## config.mk

```make
export PLATFORM = sky130hd
export DESIGN_NAME = t_inst_resp
export DESIGN_NICKNAME = d
export VERILOG_FILES = /design/src/rtl/t_inst_resp.sv
export SDC_FILE = /design/constraint.sdc
export NUM_CORES = 1
export LEC_CHECK = 0
export ABC_AREA = 1
export BUFFER_PORTS_ARGS = -buffer_cell sky130_fd_sc_hd__buf_4
export CORE_MARGIN = 2
export CORE_UTILIZATION = 64
export CTS_CLUSTER_DIAMETER = 150
export DETAILED_ROUTE_END_ITERATION = 16
export PLACE_DENSITY = 0.85
export SYNTH_ARGS = -nofsm -noshare
export SYNTH_HDL_FRONTEND = slang
export SYNTH_SLANG_ARGS = --single-unit
```

## constraint.sdc

```tcl
create_clock -name clk -period 16.9 [get_ports clk]
set_input_delay 3.38 -clock clk [delete_from_list [all_inputs] [get_ports clk]]
set_output_delay 3.38 -clock clk [all_outputs]
set_load 0.02 [all_outputs]
```

## src/rtl/t_inst_resp.sv

```systemverilog
// t_inst_resp: in-order request/response buffer with sequence tagging and a
// request-side protocol checker.
//
// Accepted requests are stored with a tag and a parity bit, and returned in order
// from a DEPTH-entry FIFO. A request accepted into an empty FIFO is presented on
// the response side in the following cycle. There is no same-cycle bypass.
//
// Ports:
//   clk, rst_n         clock (posedge) and asynchronous active-low reset
//   req_valid/ready    request handshake; req_ready is registered
//   req_w5/w40/w104    request payload (5, 40, 105 bits)
//   rsp_valid/ready    response handshake
//   rsp_w5/w40/w104    head-entry payload, zero while rsp_valid is low
//   rsp_tag, rsp_par   head-entry sequence tag and XOR parity of the payload
//   level              FIFO occupancy
//   proto_err          sticky flag: a stalled request dropped or changed payload
module t_inst_resp #(
  parameter int unsigned DEPTH = 4,
  parameter int unsigned TAGW  = 8
) (
  input  logic                     clk,
  input  logic                     rst_n,
  input  logic                     req_valid,
  output logic                     req_ready,
  input  logic [4:0]               req_w5,
  input  logic [39:0]              req_w40,
  input  logic [104:0]             req_w104,
  output logic                     rsp_valid,
  input  logic                     rsp_ready,
  output logic [4:0]               rsp_w5,
  output logic [39:0]              rsp_w40,
  output logic [104:0]             rsp_w104,
  output logic [TAGW-1:0]          rsp_tag,
  output logic                     rsp_par,
  output logic [$clog2(DEPTH):0]   level,
  output logic                     proto_err
);

  localparam int unsigned AW = $clog2(DEPTH);
  localparam int unsigned LW = AW + 1;
  localparam int unsigned PW = 150;            // 5 + 40 + 105 payload bits
  localparam int unsigned EW = PW + TAGW + 1;  // {par, tag, payload}

  typedef enum logic {StIdle, StHold} chk_state_e;

  logic [EW-1:0]   mem_q [DEPTH];
  logic [AW-1:0]   wr_ptr_q, rd_ptr_q;
  logic [LW-1:0]   level_q, level_d;
  logic [TAGW-1:0] tag_q;
  logic            req_ready_q, req_ready_d;
  logic            push, pop;
  logic [PW-1:0]   payload;
  logic [EW-1:0]   head;

  chk_state_e      state_q, state_d;
  logic [PW-1:0]   hold_q, hold_d;
  logic            proto_err_q, proto_err_d;

  assign payload   = {req_w104, req_w40, req_w5};
  assign rsp_valid = (level_q != '0);
  assign push      = req_valid & req_ready_q;
  assign pop       = rsp_valid & rsp_ready;

  always_comb begin
    level_d     = level_q + LW'(push) - LW'(pop);
    // Registered ready looks at the post-edge occupancy, so a pop while full
    // re-opens the request side one cycle later.
    req_ready_d = (level_d < LW'(DEPTH));
  end

  always_ff @(posedge clk or negedge rst_n) begin
    if (!rst_n) begin
      wr_ptr_q    <= '0;
      rd_ptr_q    <= '0;
      level_q     <= '0;
      tag_q       <= '0;
      req_ready_q <= 1'b0;
    end else begin
      level_q     <= level_d;
      req_ready_q <= req_ready_d;
      if (push) begin
        wr_ptr_q <= wr_ptr_q + AW'(1);
        tag_q    <= tag_q + TAGW'(1);
      end
      if (pop) begin
        rd_ptr_q <= rd_ptr_q + AW'(1);
      end
    end
  end

  // Storage is not reset; stale contents are never visible because the
  // response outputs are masked by rsp_valid.
  always_ff @(posedge clk) begin
    if (push) begin
      mem_q[wr_ptr_q] <= {^payload, tag_q, payload};
    end
  end

  assign head      = mem_q[rd_ptr_q];
  assign rsp_w5    = rsp_valid ? head[4:0]      : '0;
  assign rsp_w40   = rsp_valid ? head[44:5]     : '0;
  assign rsp_w104  = rsp_valid ? head[149:45]   : '0;
  assign rsp_tag   = rsp_valid ? head[PW+:TAGW] : '0;
  assign rsp_par   = rsp_valid ? head[EW-1]     : 1'b0;
  assign req_ready = req_ready_q;
  assign level     = level_q;
  assign proto_err = proto_err_q;

  // Protocol checker: once a request is stalled, it must stay valid with an
  // unchanged payload until accepted.
  always_comb begin
    state_d     = state_q;
    hold_d      = hold_q;
    proto_err_d = proto_err_q;
    case (state_q)
      StIdle: begin
        if (req_valid && !req_ready_q) begin
          state_d = StHold;
          hold_d  = payload;
        end
      end
      StHold: begin
        if (!req_valid || (payload != hold_q)) begin
          proto_err_d = 1'b1;
        end
        if (!req_valid || req_ready_q) begin
          state_d = StIdle;
        end else begin
          // Still stalled: track the new payload so one change flags once.
          hold_d = payload;
        end
      end
      default: state_d = StIdle;
    endcase
  end

  always_ff @(posedge clk or negedge rst_n) begin
    if (!rst_n) begin
      state_q     <= StIdle;
      hold_q      <= '0;
      proto_err_q <= 1'b0;
    end else begin
      state_q     <= state_d;
      hold_q      <= hold_d;
      proto_err_q <= proto_err_d;
    end
  end

endmodule

```

# --- Word level (Yosys, flattened, before mapping) ---
# Memories as Yosys holds them, arrays and structs flattened.
# Index checks and enable logic that the tools add are counted.
classes:
  n_reduce_logical: 9
  n_mux: 13
  n_eq_ne: 3
  bitwise: 3
  order_cmp: 1
  addsub: 5
op_table:
  columns: ["operator", "count"]
  rows:
  - ["$mux 150", 2]
  - ["$pmux 150 s2", 1]
  - ["$ne 150x150->1", 1]
  - ["$reduce_xor 150->1", 1]
  - ["$mux 105", 1]
  - ["$mux 40", 1]
  - ["$add 8x1->8 const B", 1]
  - ["$mux 8", 1]
  - ["$mux 1", 5]
  - ["$mux 5", 1]
  - ["$add 2x1->2 const B", 2]
  - ["$ne 2x2->1 const B", 2]
  - ["$reduce_and 2->1", 2]
  - ["$add 3x1->3", 1]
  - ["$lt 3x3->1 const B", 1]
  - ["$reduce_bool 3->1", 1]
  - ["$sub 3x1->3", 1]
  - ["$and 1x1->1", 2]
  - ["$logic_not 1->1", 2]
  - ["$logic_or 1x1->1", 2]
  - ["$pmux 1 s2", 1]
  - ["$logic_and 1x1->1", 1]
  - ["$not 1->1", 1]
totals:
  ramBits: 636
  out_inout_bits: 165
  elab_cells: 43
  register_bits: 168
  memories: 1
  input_bits: 154
mem_list:
  columns: ["name", "depth", "word_bits", "read_ports", "rd_ports_with_merged_regs", "wr", "line_no", "rtl"]
  rows:
  - ["mem_q", 4, 159, 1, 0, 1, "46", "logic [EW-1:0] mem_q [DEPTH];"]

# --- Depth between registers and ports, before layout ---
# Gate-level depths: netlist of run 1.
logic_depth:
  ltp_word: 4
  depth_mapped: 18
  mapped_depth_nobuf: 18

# --- Least setup slack after synthesis of run 1 ---
# No wires, ideal clock.
synth_path:
  path_type: "input-to-reg"
  start: "input req_valid"
  end: "memory mem_q[0][0] (netlist name), enable pin"
  arrival_ps: 10314
  path_buffers: 1
  path_slack_ps: 5905
  path_stages: 3
  t_required_ps: 16219
  setup_time_ps: 681
  path_cell_list: "nand2_1 -> buf_1 -> nor2_1"
synth_via:
  elab_chain_cells: 3
synth_rtl:
  columns: ["element", "line_no", "rtl"]
  rows:
  - ["start, declared", "23", "input logic req_valid,"]
  - ["$and 1x1->1", "61", "assign push = req_valid & req_ready_q;"]
  - ["$mux 1", "94", "if (push) begin"]
  - ["$mux 1 (implied by the code)", "95", "mem_q[wr_ptr_q] <= {^payload, tag_q, payload};"]
  - ["end, declared", "46", null]
# No other way between the ends.

# --- Worst setup path in the final report of run 1 ---
layout_path:
  start: "register rd_ptr_q[0]"
  end: "output rsp_w104[0]"
layout_via:
  elab_chain_cells: 2
layout_rtl:
  columns: ["element", "line_no", "rtl"]
  rows:
  - ["start, declared", "47", "logic [AW-1:0] wr_ptr_q, rd_ptr_q;"]
  - ["start signal, assigned", "86", "rd_ptr_q <= rd_ptr_q + AW'(1);"]
  - ["$mem_v2 4x159", null, null]
  - ["$mux 105", "102", "assign rsp_w104 = rsp_valid ? head[149:45] : '0;"]
  - ["end, declared", "32", "output logic [104:0] rsp_w104,"]
# No other way between the ends.

==> results of run 1 <==
-- cells by family after synthesis --
group,Yosys count
adders and majority gates,8
buffers and inverters,353
DFF,804
and+or+nand+nor,1612
AOI/OAI and AO/OA,652
muxes,1
xor gates and xnor gates,157
-- per-layer routing --
metal / part of all wire / vias up / track usage
li1: - / 12520 / -
met1: 0.40 / 12640 / 0.3965
met2: 0.50 / 1124 / 0.5080
met3: 0.077 / 185 / 0.04569
met4: 0.031 / 4 / 0.1222
met5: 0.00035 / - / 0
-- layout by cell type, fill, tap and decap left out, types with 9 or more instances in the layout --
| master | Yosys | layout |
|---|---|---|
| sky130_fd_sc_hd__nand2_1 | 819 | 819 |
| sky130_fd_sc_hd__nor2_1 | 688 | 683 |
| sky130_fd_sc_hd__edfxtp_1 | 636 | 636 |
| sky130_fd_sc_hd__o21ai_0 | 460 | 460 |
| sky130_fd_sc_hd__buf_4 | 0 | 344 |
| sky130_fd_sc_hd__inv_1 | 178 | 177 |
| sky130_fd_sc_hd__dfrtp_1 | 168 | 166 |
| sky130_fd_sc_hd__a21oi_1 | 162 | 162 |
| sky130_fd_sc_hd__xnor2_1 | 104 | 104 |
| sky130_fd_sc_hd__clkbuf_16 | 0 | 87 |
| sky130_fd_sc_hd__nand3_1 | 53 | 53 |
| sky130_fd_sc_hd__xor2_1 | 51 | 51 |
| sky130_fd_sc_hd__o22ai_1 | 25 | 25 |
| sky130_fd_sc_hd__inv_2 | 18 | 17 |
| sky130_fd_sc_hd__clkbuf_1 | 95 | 16 |
| sky130_fd_sc_hd__clkinv_2 | 0 | 16 |
| sky130_fd_sc_hd__nand2_2 | 14 | 14 |
| sky130_fd_sc_hd__nand4_1 | 12 | 12 |
| sky130_fd_sc_hd__clkinv_1 | 1 | 9 |
-- registers in the layout (all words and copies together), names as in the netlist --
signal,count
level,3
mem_q,636
tag_q,8
rd_ptr_q,2
state_q,1
req_ready,1
hold_q,150
wr_ptr_q,2
proto_err,1
-- final timing paths --
kind / end / cells after the start / start / slack (ps)
max: rsp_w104[0] / 5 / rd_ptr_q[0] / 9650
max reg2reg: mem_q[2][39] / 4 / req_ready / 13160
min reg2reg: proto_err / 2 / state_q / 460
max in group asynchronous: rd_ptr_q[0] / 2 / rst_n / 12420
min: proto_err / 2 / state_q / 460
min in group asynchronous: level[1] / 1 / rst_n / 2820
-- layout make-up --
class / instances / share of cell area
Clock inverter: 42 / 0.01035
Antenna cell: 4 / 0.0002413
Tap cell: 748 / 0.02256
Inverter: 197 / 0.01819
Multi-Input combinational cell: 2430 / 0.2678
Clock buffer: 110 / 0.05626
Sequential cell: 804 / 0.5620
Timing Repair Buffer: 345 / 0.06259
-- per-stage QoR --
step	cells	hold slack [ps]	power [mW]	util
6_report	4680	458.2	7.607	0.7514
3_3_place_gp	4524	446.0	5.680	0.7012
5_1_grt	4679	498.8	8.016	0.7513
2_1_floorplan	3587	437.2	4.693	-
4_1_cts	4676	457.4	7.620	0.7512
3_5_place_dp	4524	449.5	5.766	0.7012
-- power by group through the flow --
stage | sequential (mW) | clock, mW | combinational [mW]
4_1_cts | 2.78 | 1.85 | 2.99
5_1_grt | 2.82 | 1.94 | 3.26
3_5_place_dp | 2.82 | 0 | 2.95
6_report | 2.79 | 1.83 | 2.99
2_1_floorplan | 2.79 | 0 | 1.90
3_3_place_gp | 2.80 | 0 | 2.88
-- worst min-delay path, stage by stage, from the launching register on --
cell	delay, ps
sky130_fd_sc_hd__dfrtp_1	310
sky130_fd_sc_hd__o21ai_0	70
sky130_fd_sc_hd__nand2_1	50
==> metrics list, run 1 <==
- For this run, design rule violations remaining after detail routing come to 0.
- Combinational cell fraction of total power: 0.393
* Die boundary width: between 200 and 250 um
- Peak per-stage delay on the critical path: 930 ps
* Required time at the endpoint of the critical path: between 10000 and 15000 ps
- Core Area: 55200 um^2
- At the end of the flow, the number of nets in the layout was between 4000 and 5000.
- Top fanout value on the critical path: 200
* Postcts setup bufs: 0
* Number of levels in the clock H-tree: 3
- Once routing completed, OpenROAD measured the worst setup slack at 9648 ps.
* Maximum number of pins on one net before global-route repair: 201
- The number of hold violations in the final report is 0.
- In this run, synthesis inferred approximately 640 flip-flops with an integrated enable.
- Main combinational cell family by area after synthesis: simple AND/OR/NAND/NOR gates
- The critical path in this run is classified as reg -> out.
- Status: completed
- Between clock sinks in the finished design, the worst skew comes to roughly 13 ps.
- Sequential share of power: 0.366
- Summed over all instances, the cell type with the most area after synthesis is sky130_fd_sc_hd__edfxtp_1.
- Dividing total power by cell area gives a power density of 183.4 nW/um^2.
- No sink is reached through more buffers than the 3 on the longest clock path.
- Once detailed placement completed, the half-perimeter wirelength came to between 50000 and 60000 um.
- Summing all non-filler instances in the final layout gives an area of just over 40000 um^2.
- Num rows: 86
* Yosys synthesis warning count: 0
* Part of the Yosys area used for sequential elements: 0.6518
- Endpoint arrival time on the critical path: just under 4000 ps
* Series of cell instances along the critical path: inv_8 -> buf_4 -> o21ai_0 -> a21oi_1 -> buf_4
- Final Max Tran Viols: 0
- Number of clock buffers inserted by TritonCTS: 81
- Dominant synthesized flop cell: sky130_fd_sc_hd__edfxtp_1
* Max-cap viol count: 0
* Placed instance area: a little under 40000 um^2
- CTS tree: done
* Worst path top cell family by delay: buffers and inverters
* Compound-gate portion of the synthesized area: 0.09247
- Setup total negative slack on the finished layout was measured at 0 ps.
* Post-Synth Simple-Gate Area: 0.1749
- Among the stages of the critical path, the cell type that occurs most often is sky130_fd_sc_hd__buf_4.
- Setup violations remaining at the end of the flow were counted as 0.
- Total global routing track utilization: 0.3016
* Startpoint class of the critical path: flop
- STA classifies the critical path endpoint as an output pin.
- Net load switching power: 2.920 mW
* Count of clock tree sinks: 804
* Pleak: approximately 17 nW
* Synth Cell Area: 35750 um^2
- Maximum clock frequency: 137.9 MHz
- Setup repair after global routing missed its margin: false
- The share of synthesized area in the top cell type comes to 0.5342.
- In the routed layout, each cell is associated on average with a via count of between 5 and 6.
* Initial DRT Pass Iterations: 5
* Most area-consuming cells after synthesis: sky130_fd_sc_hd__edfxtp_1 (53%), sky130_fd_sc_hd__dfrtp_1 (12%), sky130_fd_sc_hd__nand2_1 (8.6%), sky130_fd_sc_hd__nor2_1 (7.2%), sky130_fd_sc_hd__o21ai_0 (6.4%)
- Registers take ~23000 um^2.
* Initial antenna violation count: 6
- Final period utilization: 0.4291
* Measured slew at the worst slew-check pin: between 1000 and 1500 ps
- During I/O placement, the number of pins put on the boundary was about 320.
- Library cell with the highest instance count after synthesis: sky130_fd_sc_hd__nand2_1
* Total area of multi-input combinational cells: between 10000 and 15000 um^2
* Fraction of layout instances using a drive strength above 1: 0.1342
- The detail route stage leaves a number of antenna-violating nets equal to 0.
* Global-route congestion overflow total: 0
* Headroom to the max-slew limit: 0.1977
- Fraction of synthesis flops using an asynchronous set or reset pin: 0.2090
- Fillers: 3536
* Clk network pwr share: 0.241
- Post-CTS resize count: 0
- Of the total power, the share spent switching nets is 0.3838.
* Fraction of the mapped netlist area in adder cells: 0.003010
- The clock reaches the later pin of the worst-skew pair after slightly above 600 ps.
* Global-route wire length before repair: 134500 um
* Cell count after synthesis: between 3000 and 4000
- Fraction of synthesized area in multiplexers: 0.0003150
* Count of hold buffers inserted by post-cts repair: 0
- After detailed routing, the average wire length per cell comes to 18.35 um.
* Initial core utilization: 0.6476
* Yosys reg bits: ~800
- The smallest clock period supported by the final layout is computed as 7252 ps.
- Class of the worst hold path: reg -> reg
- Area enclosed by the die boundary: between 50000 and 60000 um^2
* Peak supply drop: ~0.15 mV
- Vias: between 20000 and 30000
- Clock-pin slew was measured on the worst setup and hold paths at around 60 ps.
* XOR/XNOR share of the synthesized area: 0.03889
- Overall die height: 240.3 um
* Post-Route WL: around 86000 um
* Area growth from synthesis to final layout: 16.03%
- The number of buffers and inverters on the critical path is 3.
* Clock Root Buffer: sky130_fd_sc_hd__clkbuf_16
- Internal power comes to about 4.7 mW.
- Each instance of the synthesized netlist takes up on average approximately 10 um^2.
- The netlist uses 33 different library cells.
- Worst path slowest cell: sky130_fd_sc_hd__buf_4
- At the end of routability-driven placement, the weighted congestion stood at ~0.84.
* Number of global-route vias before repair: between 20000 and 30000
* Synthesized netlist net count: roughly 3700
* 1st-iter DRT viols: around 2500
* Commonest cells in the synthesized netlist: sky130_fd_sc_hd__nand2_1 (819), sky130_fd_sc_hd__nor2_1 (688), sky130_fd_sc_hd__edfxtp_1 (636)
* Worst slack, placed: 10170 ps
- Port Buf Inserts: between 300 and 400
Note: power is estimated with default switching activity, not from simulation.
==> run 2, diff against run 1 <==
==> config.mk (replaced) <==
export PLATFORM = sky130hd
export DESIGN_NAME = t_inst_resp
export DESIGN_NICKNAME = d
export VERILOG_FILES = /design/src/rtl/t_inst_resp.sv
export SDC_FILE = /design/constraint.sdc
export NUM_CORES = 1
export LEC_CHECK = 0
export ABC_AREA = 0
export BUFFER_PORTS_ARGS = -buffer_cell sky130_fd_sc_hd__buf_4
export CORE_MARGIN = 2
export CORE_UTILIZATION = 53
export CTS_CLUSTER_DIAMETER = 150
export DETAILED_ROUTE_END_ITERATION = 16
export PLACE_DENSITY = 0.75
export SYNTH_ARGS = -nofsm -noshare
export SYNTH_HDL_FRONTEND = slang
export SYNTH_SLANG_ARGS = --single-unit
==> constraint.sdc (replaced) <==
create_clock -name clk -period 6 [get_ports clk]
set_input_delay 1.2 -clock clk [delete_from_list [all_inputs] [get_ports clk]]
set_output_delay 1.2 -clock clk [all_outputs]
set_load 0.02 [all_outputs]
==> run 2 against run 1 <==
Against the previous run:
- clock skew grew 12 ps
- power rose to 2.8 times the previous value
- clock power rose to 2.9 times the previous value
- clock-buffer cell count is 1 higher
- global-route usage down 5.1 points
- sequential cell count stayed put
- synthesized area is 7.0% lower
- critical endpoint is now rsp_w104[5]
- largest power group is now registers
- highest routed layer unchanged
==> metrics list, run 2 <==
* Count of flip-flops with a built-in enable after synthesis: 636 (unchanged)
- The total detailed-routing wirelength was 79930 um (-7.0%).
- The maximum vdd ir drop came to 0.3842 mV (+150%).
* Pwr/cell area: 528.8 nW/um^2 (+190%)
- XOR/XNOR share of the synthesized area: 0.06677 (+0.02788)
- Worst setup EP type: output pin
- In this run the clock root is driven by a sky130_fd_sc_hd__clkbuf_16.
- The number of slew-limit violations in the final report came to 0 (unchanged).
- The detail-routed via count per cell is 5.711 (+1.0%).
- The number of buffers created by CTS came to 82 (+1.2%).
- The x dimension of the die was 254.5 um (+5.9%).
- Post-layout instance count excluding filler cells: 3088 (-34%)
- Commonest cells in the synthesized netlist: sky130_fd_sc_hd__edfxtp_1 (636), sky130_fd_sc_hd__xnor2_1 (185), sky130_fd_sc_hd__dfrtp_1 (168)
- The number of detailed-route iterations in the first pass was 5 (unchanged).
- Overall die height: 254.5 um (+5.9%)
* Setup repair after global routing missed its margin: false
- The final worst setup slack is 1728 ps (-7919 ps).
- Number of levels in the clock H-tree: 3 (unchanged)
- The worst setup slack for register-to-register paths was 3360 ps (-9800 ps).
* Maximum clock frequency: approximately 230 MHz
* Reg clk slew, reported paths: 60 ps (about the same)
* Unique masters post-synth: 39 (+18%)
- The initial core utilization came to 0.5380 (-0.1096).
- CTS Buffer Depth: 3 (unchanged)
* Placed wire-length estimate: 52690 um (+2.7%)
* Mean Syn Cell Area: 18.16 um^2 (+82%)
- Core Area: 61830 um^2 (+12%)
- The simple logic cell fraction of the synthesized area is 0.04597 (-0.1289).
- The biggest fanout along the worst timing path is 43 (-79%).
- The count of vias placed by the detailed router is 17640 (-33%).
- Library cell with the largest summed area after synthesis: sky130_fd_sc_hd__edfxtp_1
* Headroom to the max-slew limit: 0.3073 (+0.1095)
- The average detailed-routed wire length per instance was 25.88 um (+41%).
- After layout, the minimum clock period comes to 4272 ps.
- The net count after synthesis was 1994 (-47%).
- The clock latency of the later-clocked register in the worst-skew pair came to 620 ps (about the same).
- Pleak: 14.06 nW (-16%)
* Postcts setup bufs: 0 (unchanged)
- The worst register-to-register path begins at level[2].
- Count of hold buffers inserted by post-cts repair: 0 (unchanged)
* Area growth from synthesis to final layout: 18.94%
- The number of design-rule violations left by the first detailed-router iteration is 1362 (-44%).
- Post-route ant nets: 0 (unchanged)
- The final routed DRC violation total is 0 (unchanged).
* Worst setup path class: reg -> out
- The worst register-to-register path ends at req_ready.
* Registers with the most flip-flops: mem_q: 636 flops, hold_q: 150 flops, tag_q: 8 flops
* Class of the worst hold path: reg -> reg
- Fraction of synthesis flops using an asynchronous set or reset pin: 0.2090 (unchanged)
- The complex-gate fraction of the synthesized area was 0.01847 (-0.07400).
* Final Skew: 25.34 ps (+12.01 ps)
- Count of clock tree sinks: 804 (unchanged)
- The total routing resource utilization after global routing came to 0.2504 (-0.05120).
- Measured slew at the worst slew-check pin: 1039 ps (-164.3 ps)
- Commonest non-fill, non-tap cell in the layout: sky130_fd_sc_hd__edfxtp_1
* Fraction of the mapped netlist area in adder cells: 0.003235 (+0.0002250)
- Fillers: 4294 (+21%)
* Dominant synthesized flop cell: sky130_fd_sc_hd__edfxtp_1
- Startpoint class of the critical path: flop
- Endpoint arrival time on the critical path: 3070 ps (-800 ps)
* Total number of nets in the final design: 2344 (-42%)
- The overall overflow remaining after global route was 0 (unchanged).
* Global-route wire length before repair: 117100 um (-13%)
- The share of synthesized area occupied by flip-flops and latches was 0.7006 (+0.04872).
- Fraction of layout instances using a drive strength above 1: 0.3382 (+0.2041)
* Hold path startpoint: state_q
* Largest register FFs: 636 (unchanged)
- The number of ports placed on the die boundary came to 319 (unchanged).
* Area enclosed by the die boundary: 64780 um^2 (+12%)
* Path depth of the worst reg2reg path: 9 (+5)
* Main combinational cell family by area after synthesis: multiplexers
- Dividing the final minimum period by the clock period gives 0.7120.
* Last weighted congestion value of the routability-driven placer: 0.8925 (+6.8%)
* Max-cap viol count: 0 (unchanged)
* Hold Violations, Final: 0 (unchanged)
- Cell count of the worst hold path: 1 (-1)
* Fraction of synthesized area in multiplexers: 0.1486 (+0.1483)
- The initial antenna violation count is 2 (-4).
* Commonest non-fill, non-tap cells in the layout: sky130_fd_sc_hd__edfxtp_1 (636), sky130_fd_sc_hd__buf_4 (332), sky130_fd_sc_hd__xnor2_1 (185)
- The count of input and output buffers was 318 (unchanged).
- The number of global-route vias before repair was 18040 (-30%).
* Endpoints failing setup: 0 (unchanged)
- Status: completed
* Required time at the endpoint of the critical path: 4800 ps (-8720 ps)
* Num rows: 91 (+5.8%)
- TritonCTS built the clock tree.
- The total of warnings raised by yosys came to 0 (unchanged).
- Fraction of synthesized cell area taken by the top area cell type: 0.5742 (+0.03993)
* Yosys reg bits: 804 (unchanged)
* Maximum number of pins on one net before global-route repair: 181 (-10%)
- Cell count after synthesis: 1832 (-49%)
- The worst hold path terminates at proto_err.
- Biggest register: mem_q
- Among all cell types in the netlist, the one instantiated most often is sky130_fd_sc_hd__edfxtp_1.
- Setup TNS Final: 0 ps (unchanged)
- The cell area after synthesis was 33260 um^2 (-7.0%).
* Most area-consuming cells after synthesis: sky130_fd_sc_hd__edfxtp_1 (57%), sky130_fd_sc_hd__dfrtp_1 (13%), sky130_fd_sc_hd__mux4_2 (11%), sky130_fd_sc_hd__xnor2_1 (4.9%), sky130_fd_sc_hd__mux2_2 (4.1%)
- Post-CTS resize count: 0 (unchanged)
* Cell count after placement: 2935 (-35%)
- The post-placement worst setup slack came to 2291 ps (-7883 ps).
## run 2: cell types whose count changed in the layout (fill, tap and decap cells not counted), sizes merged, moves of 120 or more
| cell | change |
|---|---|
| a21oi | -161 |
| and2 | +161 |
| inv | -130 |
| mux2 | +120 |
| mux4 | +159 |
| nand2 | -797 |
| nor2 | -685 |
| o21ai | -431 |
## run 2: metal layers
layer / wire [um] / track usage / vias up
li1: - / - / 7681
met1: 33650 / 0.3555 / 9252
met4: 2277 / 0.08588 / 2
met5: 16 / 0 / -
met3: 5224 / 0.04807 / 121
met2: 38760 / 0.3936 / 580
## run 2: worst max path at each step
stage / start / to / slack, ps / cells after the start
floorplan: req_valid / mem_q[0][0] / 580 / 1
global placement: rd_ptr_q[0] / rsp_w40[18] / 2290 / 4
detailed placement: rd_ptr_q[0] / rsp_w40[15] / 2290 / 4
CTS: rd_ptr_q[0] / rsp_w40[19] / 1590 / 4
global route: rd_ptr_q[0] / rsp_w40[15] / 1510 / 4
finish: rd_ptr_q[0] / rsp_w104[5] / 1730 / 4
## run 2: worst max-delay path, stage by stage (launching register included)
cell and delay, ps:
sky130_fd_sc_hd__dfrtp_4 1050, sky130_fd_sc_hd__buf_4 430, sky130_fd_sc_hd__mux4_2 560, sky130_fd_sc_hd__and2_1 190, sky130_fd_sc_hd__buf_4 160
## run 2: metrics by stage
step | hold WS, ps | utilization | instance area (um^2) | power [mW]
after floorplan | 425.9 | - | 33260 | 12.96
after global placement | 430.8 | 0.5939 | 36720 | 15.63
after detailed placement | 434.3 | 0.5939 | 36720 | 15.77
after CTS | 448.7 | 0.6399 | 39560 | 21.12
after global routing | 476.7 | 0.6399 | 39560 | 21.84
final | 446.2 | 0.6399 | 39560 | 20.92
## run 2: power by group
part           leakage (nW)  switching, mW  internal, mW
sequential             7.77          0.687          7.35
clock                  1.40           2.10          3.21
combinational          4.89           3.96          3.62
## run 2: cell type report
| type | instances | area [um^2] | share of cell area |
|---|---|---|---|
| diodes | 1 | 2.502 | 0.00006325 |
| multi-input cells | 886 | 9448 | 0.2388 |
| inverters | 67 | 251.5 | 0.006357 |
| flip-flops and latches | 804 | 23310 | 0.5892 |
| well taps | 837 | 1047 | 0.02647 |
| clock buffers | 111 | 2377 | 0.06009 |
| repair buffers | 341 | 2664 | 0.06733 |
| clock inverters | 41 | 461.7 | 0.01167 |
## run 2: logic make-up after synthesis
group / count (synthesis)
multiplexers: 280
XOR/XNOR: 252
AO/OA/AOI/OAI: 89
buffers and inverters: 142
adder cells (fa/ha/maj): 8
AND/OR/NAND/NOR: 257
flip-flops: 804
==> run 3, diff against run 2 <==
--- a/config.mk
+++ b/config.mk
@@ -8,10 +8,10 @@
 export ABC_AREA = 0
 export BUFFER_PORTS_ARGS = -buffer_cell sky130_fd_sc_hd__buf_4
 export CORE_MARGIN = 2
-export CORE_UTILIZATION = 53
+export CORE_UTILIZATION = 59
 export CTS_CLUSTER_DIAMETER = 150
 export DETAILED_ROUTE_END_ITERATION = 16
-export PLACE_DENSITY = 0.75
+export PLACE_DENSITY = 0.79
 export SYNTH_ARGS = -nofsm -noshare
 export SYNTH_HDL_FRONTEND = slang
 export SYNTH_SLANG_ARGS = --single-unit
==> constraint.sdc (replaced) <==
create_clock -name clk -period 3.99 [get_ports clk]
set_input_delay 0.798 -clock clk [delete_from_list [all_inputs] [get_ports clk]]
set_output_delay 0.798 -clock clk [all_outputs]
set_load 0.02 [all_outputs]
==> run 3 against run 2 <==
Against the previous run:
- wire length rose by 1.3%
- critical path depth stayed put
- combinational power increased by 57%
- final cell count shrank 2.0%
- register-to-register slack got worse by 2100 ps
- sequential power grew 49%
- via count rose by 1.5%
- hold slack lost 300 ps
- critical endpoint is now rsp_w104[78]
- largest power group unchanged
- highest routed layer unchanged
==> metrics list, run 3 (synthesis results as in run 2) <==
* Largest register FFs: 636 (unchanged)
- For this run, the top clock speed supported by timing is between 200 and 300 MHz.
- Port Buf Inserts: 318 (unchanged)
* Die boundary width: 241.4 um (-5.1%)
- The total area of sequential cells came to 23310 um^2 (unchanged).
* CTS tree: done
- The final routed DRC violation total was 0 (unchanged).
* Commonest non-fill, non-tap cells in the layout: sky130_fd_sc_hd__edfxtp_1 (636), sky130_fd_sc_hd__buf_4 (342), sky130_fd_sc_hd__xnor2_1 (185)
- Vias: 17900 (+1.5%)
- Setup repair after global routing missed its margin: false
* Count of clock tree sinks: 804 (unchanged)
* Series of cell instances along the critical path: buf_12 -> mux4_2 -> and2_1 -> buf_4
* Post-Route WL: 80980 um (+1.3%)
- The number of buffer and inverter stages on the critical path is 2 (unchanged).
* Total area of multi-input combinational cells: 9448 um^2 (unchanged)
- Endpoints failing setup: 0 (unchanged)
- Top Usage Layer GRT: met2
* Count of hold buffers inserted by post-cts repair: 0 (unchanged)
* Commonest non-fill, non-tap cell in the layout: sky130_fd_sc_hd__edfxtp_1
- CTS Buffer Depth: 3 (unchanged)
* Worst-skew pair later-pin latency: 640 ps (+20 ps)
* Core Area: 56060 um^2 (-9.3%)
- Number of clock buffers inserted by TritonCTS: 81 (-1.2%)
* Min Tclk post-route: 3538 ps
- The wire length of the first global-routing pass was 118000 um (+0.75%).
- The initial antenna violation count came to 1 (-1).
- Peak supply drop: 0.6974 mV (+82%)
- The worst setup path is of the reg -> out kind.
- Reg clk slew, reported paths: 60 ps (about the same)
- Measured slew at the worst slew-check pin: 1044 ps (+4.594 ps)
* I/O pin total: 319 (unchanged)
* Global-route congestion overflow total: 0 (unchanged)
* GR met1 Demand/Resource: 0.3980 (+0.04256)
- Total number of nets in the final design: 2364 (+0.85%)
- Hold Violations, Final: 0 (unchanged)
* Top fanout value on the critical path: 34 (-21%)
- The met2 capacity usage during global routing came to 0.4519 (+0.05832).
- Final Max Tran Viols: 0 (unchanged)
- Postcts setup bufs: 0 (unchanged)
* Worst path top cell family by delay: flip-flops
- Required time at the endpoint of the critical path: 3190 ps (-1610 ps)
* Pwr/cell area: 795.8 nW/um^2 (+50%)
- Num rows: 87 (-4.4%)
- Final Skew: 23.52 ps (-1.823 ps)
- Status: completed
- Ratio of routed vias to standard cells: 5.917 (+3.6%)
- Number of levels in the clock H-tree: 3 (unchanged)
- The worst setup path is launched from a flop.
- Area growth from synthesis to final layout: 19.00% (about the same)
* Headroom to the max-slew limit: 0.3042 (-0.003062)
- The remaining antenna violation count after routing is 0 (unchanged).
- Final period utilization: 0.8867
- 1st-iter DRT viols: 1365 (+0.22%)
- Detail-routed net length per standard cell: 26.77 um (+3.4%)
- The y dimension of the die was 241.4 um (-5.1%).
- Endpoint arrival time on the critical path: 2740 ps (-330 ps)
* Max-cap viol count: 0 (unchanged)
- Antenna diode count: 0 (-1)
* Fraction of layout instances using a drive strength above 1: 0.3376 (-0.0006286)
* Setup TNS Final: 0 ps (unchanged)
- Initial DRT Pass Iterations: 5 (unchanged)
- Worst setup EP type: output pin
* Number of global-route vias before repair: 18180 (+0.79%)
- The largest registers in the layout are mem_q: 636 flops, hold_q: 150 flops, tag_q: 8 flops.
* Clock Root Buffer: sky130_fd_sc_hd__clkbuf_16
- Post-CTS resize count: 0 (unchanged)
- Counting flops per register, the top entry is mem_q.
- The weighted congestion reported at the end of routability-driven placement was 0.9392 (+5.2%).
- Maximum number of pins on one net before global-route repair: 181 (unchanged)
- Met3 track demand over resource: 0.04945 (+0.001382)
- The total routing resource utilization after global routing was 0.2827 (+0.03229).
* Pleak: 14.11 nW (+0.37%)
* Fillers: 3475 (-19%)
- The maximum cell stage delay along the critical path was 800 ps (-250 ps).
- The initial core utilization is 0.5933 (+0.05533).
- Placed wire-length estimate: 54700 um (+3.8%)
- Worst path slowest cell: sky130_fd_sc_hd__dfrtp_4
- The overall power consumption was 31.50 mW (+51%).
- The die area was 58290 um^2 (-10%).
- Class of the worst hold path: in -> async
-- run 3: final timing paths --
path                                   start      endpoint  slack, ps  cells after the start
worst max-delay path             rd_ptr_q[0]  rsp_w104[78]        450                      4
worst min-delay path                   rst_n   hold_q[106]        150                      1
worst max register to register      level[1]     req_ready       1260                      9
worst min register to register       state_q     proto_err        460                      1
max in group asynchronous              rst_n    hold_q[64]       2840                      2
min in group clk                req_w104[26]  mem_q[3][71]        400                      1
-- run 3: area by class of cell --
cell class	instances	share of cell area
multi-input cells	886	0.2387
clock inverters	24	0.006955
inverters	67	0.006354
clock buffers	126	0.06041
repair buffers	362	0.07476
well taps	756	0.02390
flip-flops and latches	804	0.5889
-- run 3: where the power goes --
| group | total [mW] | internal (mW) | switching (mW) |
|---|---|---|---|
| logic | 11.9 | 5.60 | 6.28 |
| clock network | 7.61 | 4.51 | 3.10 |
| registers | 12.0 | 11.0 | 0.967 |
| total | 31.5 | 21.2 | 10.3 |
-- run 3: layer usage --
metal,vias to the layer above,share of wire
met5,-,0.000099
met4,2,0.031
met3,128,0.074
met2,738,0.49
met1,9312,0.40
li1,7720,-
-- run 3: through the flow --
stage	worst slack, ps	instance area (um^2)	utilization	cells	hold WS, ps
finish	452.2	39580	0.7060	3025	147.0
global route	334.0	39580	0.7060	3025	187.4
CTS	379.9	39580	0.7060	3025	163.7
detailed placement	829.6	36910	0.6585	2875	439.3
global placement	932.1	36910	0.6585	2875	435.4
floorplan	790.1	33270	-	1832	425.9
-- run 3: worst reg2reg max path, stage by stage (launching register included) --
cell                      delay [ps]
sky130_fd_sc_hd__dfrtp_1         430
sky130_fd_sc_hd__or3_4           510
sky130_fd_sc_hd__and2_1          260
sky130_fd_sc_hd__ha_1            290
sky130_fd_sc_hd__inv_1            40
sky130_fd_sc_hd__ha_1            200
sky130_fd_sc_hd__fa_1            430
sky130_fd_sc_hd__xnor2_1         190
sky130_fd_sc_hd__xor2_1          200
sky130_fd_sc_hd__inv_1            60
